## config.mk

```make
export PLATFORM = sky130hd
export DESIGN_NAME = memoria_config_qos
export DESIGN_NICKNAME = d
export VERILOG_FILES = /design/src/rtl/memoria_config_qos.sv
export SDC_FILE = /design/constraint.sdc
export NUM_CORES = 1
export LEC_CHECK = 0
export BUFFER_PORTS_ARGS = -buffer_cell sky130_fd_sc_hd__buf_2
export CAP_MARGIN = 5
export CORE_AREA = 2 2 175 108
export CTS_BUF_LIST = sky130_fd_sc_hd__clkbuf_16
export CTS_CLUSTER_SIZE = 14
export DETAILED_ROUTE_END_ITERATION = 8
export DIE_AREA = 0 0 177 110
export PLACE_DENSITY = 0.61
export SLEW_MARGIN = 20
export SYNTH_ARGS = -nofsm -noshare
export SYNTH_HDL_FRONTEND = slang
export SYNTH_SLANG_ARGS = --single-unit
```

## constraint.sdc

```tcl
create_clock -name clk -period 6 [get_ports clk]
set_input_delay 0.6 -clock clk [delete_from_list [all_inputs] [get_ports clk]]
set_output_delay 0.6 -clock clk [all_outputs]
set_load 0.05 [all_outputs]
```

## src/rtl/memoria_config_qos.sv

```systemverilog
// memoria_config_qos
//   Double-buffered QoS configuration memory. Software writes land in a shadow
//   bank; a commit copies shadow to active only on an arbitration-table wrap so
//   the arbiter never observes a partially updated table.
//
//   Ports:
//     clk, rst          clock (posedge), asynchronous active-high reset
//     enb               block enable; low freezes all configuration state
//     wr_valid/wr_ready write handshake (wr_ready is registered)
//     wr_addr           [7:6] region (00 table, 01 weight, 10 alto, 11 bajo), [5:0] index
//     wr_data           write value, LSBs used per region
//     wr_error          one-cycle pulse after a rejected (consumed) write
//     commit            request shadow->active copy
//     table_wrap        arbiter is at the last table entry this cycle
//     commit_pending    commit waiting for table_wrap
//     config_valid      sticky, set by the first completed commit
//     selecciones_out, pesos_out, umbrales_alto_out, umbrales_bajo_out
//                       packed active bank
//
//   Optional feature macro QOS_CFG_READBACK_EN adds rd_addr/rd_data: registered
//   readback of the active bank (1-cycle latency, independent of enb).
module memoria_config_qos #(
  parameter int unsigned QUEUE_QUANTITY = 4,
  parameter int unsigned TABLE_SIZE     = 8,
  parameter int unsigned MAX_WEIGHT     = 64,
  parameter int unsigned MAX_MAG_UMBRAL = 8,
  parameter int unsigned DATA_BITS      = 8,
  localparam int unsigned SEL_W         = $clog2(QUEUE_QUANTITY),
  localparam int unsigned WEIGHT_W      = $clog2(MAX_WEIGHT + 1),
  localparam int unsigned UMB_W         = $clog2(MAX_MAG_UMBRAL + 1)
) (
  input  logic                               clk,
  input  logic                               rst,
  input  logic                               enb,
  input  logic                               wr_valid,
  output logic                               wr_ready,
  input  logic [7:0]                         wr_addr,
  input  logic [DATA_BITS-1:0]               wr_data,
  output logic                               wr_error,
  input  logic                               commit,
  input  logic                               table_wrap,
  output logic                               commit_pending,
  output logic                               config_valid,
  output logic [TABLE_SIZE*SEL_W-1:0]        selecciones_out,
  output logic [QUEUE_QUANTITY*WEIGHT_W-1:0] pesos_out,
  output logic [QUEUE_QUANTITY*UMB_W-1:0]    umbrales_alto_out,
  output logic [QUEUE_QUANTITY*UMB_W-1:0]    umbrales_bajo_out
`ifdef QOS_CFG_READBACK_EN
  ,
  input  logic [7:0]                         rd_addr,
  output logic [DATA_BITS-1:0]               rd_data
`endif
);

  typedef enum logic {IDLE = 1'b0, PENDING = 1'b1} state_t;

  state_t state_q, state_d;

  logic [SEL_W-1:0]    sel_sh_q  [TABLE_SIZE],     sel_sh_d  [TABLE_SIZE];
  logic [SEL_W-1:0]    sel_act_q [TABLE_SIZE],     sel_act_d [TABLE_SIZE];
  logic [WEIGHT_W-1:0] w_sh_q    [QUEUE_QUANTITY], w_sh_d    [QUEUE_QUANTITY];
  logic [WEIGHT_W-1:0] w_act_q   [QUEUE_QUANTITY], w_act_d   [QUEUE_QUANTITY];
  logic [UMB_W-1:0]    alto_sh_q [QUEUE_QUANTITY], alto_sh_d [QUEUE_QUANTITY];
  logic [UMB_W-1:0]    alto_act_q[QUEUE_QUANTITY], alto_act_d[QUEUE_QUANTITY];
  logic [UMB_W-1:0]    bajo_sh_q [QUEUE_QUANTITY], bajo_sh_d [QUEUE_QUANTITY];
  logic [UMB_W-1:0]    bajo_act_q[QUEUE_QUANTITY], bajo_act_d[QUEUE_QUANTITY];

  logic wr_ready_q, wr_ready_d;
  logic wr_error_q, wr_error_d;
  logic config_valid_q, config_valid_d;

  logic [31:0] wr_idx, wr_val;
  logic        wr_accept, wr_ok, do_copy;

  assign wr_idx    = 32'(wr_addr[5:0]);
  assign wr_val    = 32'(wr_data);
  assign wr_accept = enb & wr_valid & wr_ready_q;

  always_comb begin
    wr_ok = 1'b0;
    case (wr_addr[7:6])
      2'b00:   wr_ok = (wr_idx < TABLE_SIZE) && (wr_val < QUEUE_QUANTITY);
      2'b01:   wr_ok = (wr_idx < QUEUE_QUANTITY) && (wr_val >= 32'd1) && (wr_val <= MAX_WEIGHT);
      default: wr_ok = (wr_idx < QUEUE_QUANTITY) && (wr_val <= MAX_MAG_UMBRAL);
    endcase
  end

  always_comb begin
    state_d        = state_q;
    sel_sh_d       = sel_sh_q;
    w_sh_d         = w_sh_q;
    alto_sh_d      = alto_sh_q;
    bajo_sh_d      = bajo_sh_q;
    sel_act_d      = sel_act_q;
    w_act_d        = w_act_q;
    alto_act_d     = alto_act_q;
    bajo_act_d     = bajo_act_q;
    config_valid_d = config_valid_q;
    wr_error_d     = 1'b0;
    do_copy        = 1'b0;

    if (wr_accept) begin
      if (wr_ok) begin
        for (int unsigned i = 0; i < TABLE_SIZE; i++)
          if (wr_addr[7:6] == 2'b00 && wr_idx == i) sel_sh_d[i] = wr_data[SEL_W-1:0];
        for (int unsigned q = 0; q < QUEUE_QUANTITY; q++) begin
          if (wr_addr[7:6] == 2'b01 && wr_idx == q) w_sh_d[q]    = wr_data[WEIGHT_W-1:0];
          if (wr_addr[7:6] == 2'b10 && wr_idx == q) alto_sh_d[q] = wr_data[UMB_W-1:0];
          if (wr_addr[7:6] == 2'b11 && wr_idx == q) bajo_sh_d[q] = wr_data[UMB_W-1:0];
        end
      end else begin
        wr_error_d = 1'b1;
      end
    end

    if (enb) begin
      unique case (state_q)
        IDLE: begin
          if (commit) begin
            if (table_wrap) do_copy = 1'b1;
            else            state_d = PENDING;
          end
        end
        PENDING: begin
          if (table_wrap) begin
            do_copy = 1'b1;
            state_d = IDLE;
          end
        end
      endcase
    end

    // Copy from the post-write shadow so a same-cycle accepted write is included.
    if (do_copy) begin
      sel_act_d      = sel_sh_d;
      w_act_d        = w_sh_d;
      alto_act_d     = alto_sh_d;
      bajo_act_d     = bajo_sh_d;
      config_valid_d = 1'b1;
    end

    // Looks at the next state so no write can slip in on the first PENDING cycle.
    wr_ready_d = enb & (state_d == IDLE);
  end

  always_ff @(posedge clk or posedge rst) begin
    if (rst) begin
      state_q        <= IDLE;
      wr_ready_q     <= 1'b0;
      wr_error_q     <= 1'b0;
      config_valid_q <= 1'b0;
      for (int unsigned i = 0; i < TABLE_SIZE; i++) begin
        sel_sh_q[i]  <= SEL_W'(i % QUEUE_QUANTITY);
        sel_act_q[i] <= SEL_W'(i % QUEUE_QUANTITY);
      end
      for (int unsigned q = 0; q < QUEUE_QUANTITY; q++) begin
        w_sh_q[q]     <= WEIGHT_W'(1);
        w_act_q[q]    <= WEIGHT_W'(1);
        alto_sh_q[q]  <= UMB_W'(MAX_MAG_UMBRAL);
        alto_act_q[q] <= UMB_W'(MAX_MAG_UMBRAL);
        bajo_sh_q[q]  <= '0;
        bajo_act_q[q] <= '0;
      end
    end else begin
      state_q        <= state_d;
      wr_ready_q     <= wr_ready_d;
      wr_error_q     <= wr_error_d;
      config_valid_q <= config_valid_d;
      sel_sh_q       <= sel_sh_d;
      sel_act_q      <= sel_act_d;
      w_sh_q         <= w_sh_d;
      w_act_q        <= w_act_d;
      alto_sh_q      <= alto_sh_d;
      alto_act_q     <= alto_act_d;
      bajo_sh_q      <= bajo_sh_d;
      bajo_act_q     <= bajo_act_d;
    end
  end

  assign wr_ready       = wr_ready_q;
  assign wr_error       = wr_error_q;
  assign commit_pending = (state_q == PENDING);
  assign config_valid   = config_valid_q;

  always_comb begin
    selecciones_out   = '0;
    pesos_out         = '0;
    umbrales_alto_out = '0;
    umbrales_bajo_out = '0;
    for (int unsigned i = 0; i < TABLE_SIZE; i++)
      selecciones_out[i*SEL_W +: SEL_W] = sel_act_q[i];
    for (int unsigned q = 0; q < QUEUE_QUANTITY; q++) begin
      pesos_out[q*WEIGHT_W +: WEIGHT_W] = w_act_q[q];
      umbrales_alto_out[q*UMB_W +: UMB_W] = alto_act_q[q];
      umbrales_bajo_out[q*UMB_W +: UMB_W] = bajo_act_q[q];
    end
  end

`ifdef QOS_CFG_READBACK_EN
  logic [DATA_BITS-1:0] rd_data_q, rd_data_d;
  logic [31:0]          rd_idx;

  assign rd_idx = 32'(rd_addr[5:0]);

  always_comb begin
    rd_data_d = '0;
    for (int unsigned i = 0; i < TABLE_SIZE; i++)
      if (rd_addr[7:6] == 2'b00 && rd_idx == i) rd_data_d = DATA_BITS'(sel_act_q[i]);
    for (int unsigned q = 0; q < QUEUE_QUANTITY; q++) begin
      if (rd_addr[7:6] == 2'b01 && rd_idx == q) rd_data_d = DATA_BITS'(w_act_q[q]);
      if (rd_addr[7:6] == 2'b10 && rd_idx == q) rd_data_d = DATA_BITS'(alto_act_q[q]);
      if (rd_addr[7:6] == 2'b11 && rd_idx == q) rd_data_d = DATA_BITS'(bajo_act_q[q]);
    end
  end

  always_ff @(posedge clk or posedge rst) begin
    if (rst) rd_data_q <= '0;
    else     rd_data_q <= rd_data_d;
  end

  assign rd_data = rd_data_q;
`endif

endmodule

```

==> results_dict.tcl, run 1 <==
set metrics [dict create \
    cts_sinks 156 \
    cp-startpoint "wr_data[4]" \
    grt_pass1_wl_um 22100 \
    grt_max_degree 103 \
    drt.antenna.violating_nets 0 \
    p_total_mw 2.36 \
    via_per_inst 4.90 \
    grt_use_total_pct 15.3 \
    seqPwrFrac_pct 45.0 \
    die_area_um2 19500 \
    status "finished, final reports clean" \
    post-route-util_pct 42.6 \
    cts-resized-gates 0 \
    cts_root_buf "clkbuf_16" \
    fmax_ghz 0.337 \
    synth_enable_flop_cells 0 \
    rsz0062_at_grt "false" \
    timing.hold.ws_ps 342 \
    tns_ps 0 \
    die_x_um 177 \
    nets 525 \
    slew_violations 0 \
    r2r_cells 5 \
    skew_ps 7.34 \
    nFillCells 1630 \
    synth_most_common_cell "mux2_2" \
    synthesis.area_um2 6160 \
    syn_avg_cell_area_um2 15.6 \
    grt-ovfl-total 0 \
    finalHoldViolCount 0 \
    cts_tree "yes" \
    dieHeight_um 110 \
    crit_slowest_cell "nor4_1" \
    slew_headroom_pct 38.5 \
    cp_top_family "simple AND/OR/NAND/NOR gates" \
    path_class "primary input to flip-flop" \
    worst_path_most_repeated_cell "mux2_2" \
    r2r_end "umbrales_bajo_out[9]" \
    power.leakage_nw 3.84 \
    path_max_fanout 7 \
    post_route_cells_drive_above_1_share_pct 62.2 \
    synth_area_leaders "dfrtp_1, mux2_2, dfstp_2" \
    diodes 0 \
    wl_per_cell_um 18.4 \
    critPathBufInv 1 \
    drt-pass1-iter-count 4 \
    cts_buffers 17 \
    clk_latency_ps 420 \
    crit_required_ps 6310 \
    io_pins 102 \
    drcViolationCount 0 \
    num_vias 3705 \
    hold_path.class "primary input to asynchronous set/reset pin" \
    seq_area_frac_synth_pct 64.0 \
    io_buffers 101 \
    cts_setup_buffers 0 \
    syn-num-nets 418 \
    row_count 38 \
    coreArea_um2 17800 \
    slowest_delay_ps 780 \
    max-vdd-ir-drop_uv 144 \
    dp_hpwl_um 9470 \
    timing.rr.start "wr_ready" \
    synth_common_cells "mux2_2, dfrtp_1, dfstp_2, clkbuf_1, nand2_1" \
    arrival_ps 3270 \
    start_util_pct 34.6 \
    antenna_found_initial 0 \
    worstPathCellList "buf_2 > nor4_1 > nand4_1 > nor3_1 > mux2_2 > mux2_2" \
    p_int_mw 1.86 \
    power.switching_mw 0.504 \
    ys_async_sr_fraction_pct 100 \
    drtIter0Drc 168 \
    synth_top_cell_area_share_pct 50.4 \
    power_frac_comb_pct 4.5 \
    powerDensity_nw_per_um2 311 \
    yosysUniqueCellTypes 36 \
    p_clk_share_pct 50.6 \
    cts_hold_repair.buffers 0 \
    setup_viol 0 \
    clk_pin_slew_worst_paths_ps 60 \
    ys_ff_latch 156 \
    rrSetupSlack_ps 3570 \
    postSynthCellCount 396 \
    ctsHtreeMaxLevel 4 \
    synth_ff_type "dfrtp_1" \
    critPathCaptureType "flip-flop" \
    detail_route.wirelength_um 13900 \
    fin_crit_ps 2970 \
    gp_routability_congestion 0.795 \
    cts.path.max_buffers 2 \
    switching_share_pct 21.3 \
    grt_pass1_vias 3825 \
    tightestPinTransition_ps 922 \
    synth_area_leader_cell "dfrtp_1" \
    drv_cap 0 \
    startpoint_type "primary input" \
    area_growth_pct 23.4 \
    ys_warn_count 0 \
    post-route-period-util_pct 49.5 \
]
[sequential cells by signal (all words and copies together) (netlist names)]
register	flops
pesos_out	28
wr_error	1
commit_pending	1
config_valid	1
w_sh_q	28
selecciones_out	16
alto_sh_q	16
umbrales_alto_out	16
sel_sh_q	16
umbrales_bajo_out	16
wr_ready	1
bajo_sh_q	16
[final cells by class]
type	instances	area, um^2	area share, %
sequential	156	3940	51.9
multi-input combinational	222	2150	28.3
clock inverter	15	229	3.01
inverter	2	12.5	0.165
timing repair buffer	104	541	7.11
tap	240	300	3.95
clock buffer	17	425	5.60
[worst max-delay path by stage]
stage	end	slack [ps]	depth (start not counted)
global placement	umbrales_bajo_out[0]	2620	6
global route	umbrales_bajo_out[0]	2810	6
CTS	umbrales_bajo_out[0]	3030	6
detailed placement	umbrales_bajo_out[2]	2580	6
finish	umbrales_bajo_out[9]	3030	6
floorplan	alto_sh_q[0]	1250	1
[power groups by stage]
stage	registers [mW]	clock network, mW	logic [mW]
2_1_floorplan	1.10	0	0.0507
3_3_place_gp	1.08	0	0.103
3_5_place_dp	1.08	0	0.106
4_1_cts	1.06	1.21	0.106
5_1_grt	1.06	1.27	0.116
6_report	1.06	1.19	0.105
[routing by layer]
layer / global-route usage [%] / wire, um / vias up / share of wire (%)
met5: 0 / 0 / - / 0
met4: 6.20 / 249 / 0 / 1.8
met3: 4.77 / 798 / 22 / 5.7
met2: 21.2 / 5810 / 94 / 42
met1: 22.0 / 7050 / 1938 / 51
li1: - / - / 1651 / -
[metrics by stage]
stage | instances | instance area, um^2 | worst slack (ps)
detailed placement | 723 | 6930 | 2580
global route | 756 | 7600 | 2810
global placement | 723 | 6930 | 2620
finish | 756 | 7600 | 3030
floorplan | 396 | 6160 | 1250
CTS | 755 | 7580 | 3030
[layout by cell type, fill, tap and decap left out, types with 5 or more instances in the layout]
cell and count:
buf_2 101, bufinv_16 6, clkbuf_16 17, dfrtp_1 124
dfstp_2 32, mux2_2 145, nand2_1 11, nand3_1 8
nor2_1 7, nor3_1 7, nor4_1 5
[cell families (layout without fill, tap and decap cells)]
| kind of cell | Yosys count | count (layout) | share of synthesized area, % |
|---|---|---|---|
| buf+inv | 18 | 138 | 1.20 |
| flops | 156 | 156 | 64.0 |
| simple gates | 61 | 61 | 5.46 |
| compound gates | 13 | 13 | 2.15 |
| mux | 148 | 148 | 27.2 |
Note: power is estimated with default switching activity, not from simulation.
==> run 2, diff against run 1 <==
--- a/config.mk
+++ b/config.mk
@@ -5,14 +5,15 @@
 export SDC_FILE = /design/constraint.sdc
 export NUM_CORES = 1
 export LEC_CHECK = 0
+export ABC_AREA = 1
 export BUFFER_PORTS_ARGS = -buffer_cell sky130_fd_sc_hd__buf_2
 export CAP_MARGIN = 5
-export CORE_AREA = 2 2 175 108
+export CORE_AREA = 2 2 187 116
 export CTS_BUF_LIST = sky130_fd_sc_hd__clkbuf_16
 export CTS_CLUSTER_SIZE = 14
 export DETAILED_ROUTE_END_ITERATION = 8
-export DIE_AREA = 0 0 177 110
-export PLACE_DENSITY = 0.61
+export DIE_AREA = 0 0 189 118
+export PLACE_DENSITY = 0.63
 export SLEW_MARGIN = 20
 export SYNTH_ARGS = -nofsm -noshare
 export SYNTH_HDL_FRONTEND = slang
==> constraint.sdc (replaced) <==
create_clock -name clk -period 2.45 [get_ports clk]
set_input_delay 0.245 -clock clk [delete_from_list [all_inputs] [get_ports clk]]
set_output_delay 0.245 -clock clk [all_outputs]
set_load 0.05 [all_outputs]
==> results_dict.tcl, run 2 <==
set metrics [dict create \
    critPathCaptureType "flip-flop" \
    synth_area_leaders "dfrtp_1, nand2_1, dfstp_2" \
    grt_pass1_vias 5364 \
    via_per_inst 4.68 \
    syn_avg_cell_area_um2 8.48 \
    fin_crit_ps 1950 \
    hold_path.class "primary input to flip-flop" \
    gp_routability_congestion 0.781 \
    slew_headroom_pct 42.9 \
    dieHeight_um 118 \
    cts_root_buf "clkbuf_16" \
    synth_top_cell_area_share_pct 43.7 \
    slew_violations 0 \
    drcViolationCount 0 \
    powerDensity_nw_per_um2 827 \
    cts.path.max_buffers 2 \
    synth_top_family_by_area "simple AND/OR/NAND/NOR gates" \
    r2r_end "pesos_out[16]" \
    drt-pass1-iter-count 5 \
    synthesis.area_um2 7100 \
    rrSetupSlack_ps 500 \
    fmax_ghz 0.512 \
    ys_ff_latch 156 \
    cts_setup_buffers 0 \
    grt_pass1_wl_um 29600 \
    clk_pin_slew_worst_paths_ps 60 \
    ys_warn_count 0 \
    timing.hold.ws_ps 69.3 \
    yosysUniqueCellTypes 21 \
    io_buffers 101 \
    ys_async_sr_fraction_pct 100 \
    skew_ps 7.93 \
    rsz0062_at_grt "false" \
    synth_ff_type "dfrtp_1" \
    clk_latency_ps 430 \
    coreArea_um2 20600 \
    path_max_fanout 8 \
    grt-ovfl-total 0 \
    muxShareOfSynthArea_pct 0 \
    grt_use_total_pct 17.2 \
    drt.antenna.violating_nets 0 \
    timing.rr.start "wr_ready" \
    synth_common_cells "nand2_1, dfrtp_1, nand3_1, inv_1" \
    ctsHtreeMaxLevel 4 \
    drv_cap 0 \
    postLayoutSetupSlackWorst_ps 498 \
    startpoint_type "flip-flop" \
    synth_compound_area_share_pct 0.511 \
    start_util_pct 34.5 \
    crit_required_ps 2820 \
    post_route_cells_drive_above_1_share_pct 19.6 \
    row_count 41 \
    tightestPinTransition_ps 856 \
    synth-simple-area-share_pct 36.1 \
    cts_buffers 17 \
    mostFrequentLayoutCells "nand2_1, dfrtp_1, nand3_1, buf_2, inv_1" \
    status "finished, final reports clean" \
    die_area_um2 22300 \
    layout_commonest_cell "nand2_1" \
    detail_route.wirelength_um 18200 \
    synth-xor-area-share_pct 0 \
    wl_per_cell_um 14.9 \
    hp-start "table_wrap" \
    area_growth_pct 19.7 \
    post-route-util_pct 41.3 \
    finalHoldViolCount 0 \
    nets 951 \
    seq_area_frac_synth_pct 55.6 \
    postSynthCellCount 837 \
    max-vdd-ir-drop_uv 491 \
    whs_path_depth 2 \
    dp_hpwl_um 11900 \
    synth_area_leader_cell "dfrtp_1" \
    synth_enable_flop_cells 0 \
    p_total_mw 7.03 \
    path_class "flip-flop to flip-flop" \
    setup_viol 0 \
    io_pins 102 \
    post-route-period-util_pct 79.7 \
    tns_ps 0 \
    antenna_found_initial 2 \
    power.leakage_nw 4.13 \
    cts_sinks 156 \
    drtIter0Drc 377 \
    dpl_worst_slack_ps 438 \
    synthAdderAreaFrac_pct 0 \
    nFillCells 2101 \
    grt_max_degree 98 \
    synth_most_common_cell "nand2_1" \
    num_vias 5713 \
    arrival_ps 2320 \
    die_x_um 189 \
    syn-num-nets 859 \
    cts_tree "yes" \
    hold_path_end "commit_pending" \
    r2r_cells 8 \
]
run 2: changes by cell type in the layout (fill, tap and decap cells not counted), moves of 24 or more:
cell     before  now
nor2_1        7   31
nand4_1       4   76
mux2_2      145    0
inv_1         3   99
and2_1        1   76
nand2_1      11  240
nand3_1       8  101
run 2: worst max-delay path: stages, from the launching register on:
cell	delay [ps]
dfrtp_1	340
nand3_1	210
inv_1	170
nand2_1	110
nor2_1	510
nand3_2	270
nand2_1	130
nand3_1	70
nand2_1	70
run 2: timing repair:
| item | 4_1_cts | 5_1_grt |
|---|---|---|
| gates resized for setup | 0 | 0 |
| hold buffers | 1 | 0 |
| endpoints found under the hold margin | 14 | 0 |
run 2: where the power goes:
group          switching [mW]  leakage, nW  internal [mW]
sequential              0.129         1.60           2.85
clock                    1.07        0.267           1.37
combinational            1.28         2.26          0.329
total                    2.48         4.13           4.55
run 2: final cells by class:
class                      count  area [um^2]  share of cell area (%)
sequential                   156         3940                    46.4
multi-input combinational    542         2610                    30.7
timing repair buffer         115          688                    8.10
clock buffer                  17          425                    5.01
inverter                      97          368                    4.33
tap                          279          349                    4.11
clock inverter                15          111                    1.31
antenna                        1         2.50                  0.0295
run 2: cells by family (layout without fill, tap and decap cells):
kind of cell | Yosys count | in the layout
AO/OA/AOI/OAI | 5 | 5
buffers and inverters | 139 | 244
AND/OR/NAND/NOR | 537 | 537
other | 0 | 1
flip-flops | 156 | 156
run 2: metrics by stage:
stage | area (um^2) | std cells
2_1_floorplan | 7100 | 837
3_3_place_gp | 7950 | 1188
3_5_place_dp | 7950 | 1188
4_1_cts | 8490 | 1221
5_1_grt | 8490 | 1221
6_report | 8490 | 1222
run 2: worst max-delay path by stage:
stage	start	endpoint	slack, ps	depth (start not counted)
CTS	wr_ready	pesos_out[10]	490	8
global placement	wr_data[6]	umbrales_alto_out[3]	480	11
detailed placement	wr_addr[5]	pesos_out[10]	440	10
finish	wr_ready	pesos_out[16]	500	8
global route	wr_ready	pesos_out[10]	230	8
floorplan	rst	alto_sh_q[0]	260	1
run 2: per-layer routing:
metal / up-vias / wire length [um] / track usage, %
met4: 2 / 231 / 5.27
met2: 120 / 7430 / 23.3
met3: 21 / 871 / 4.56
li1: 2872 / - / -
met5: - / 12 / 0
met1: 2698 / 9620 / 26.1
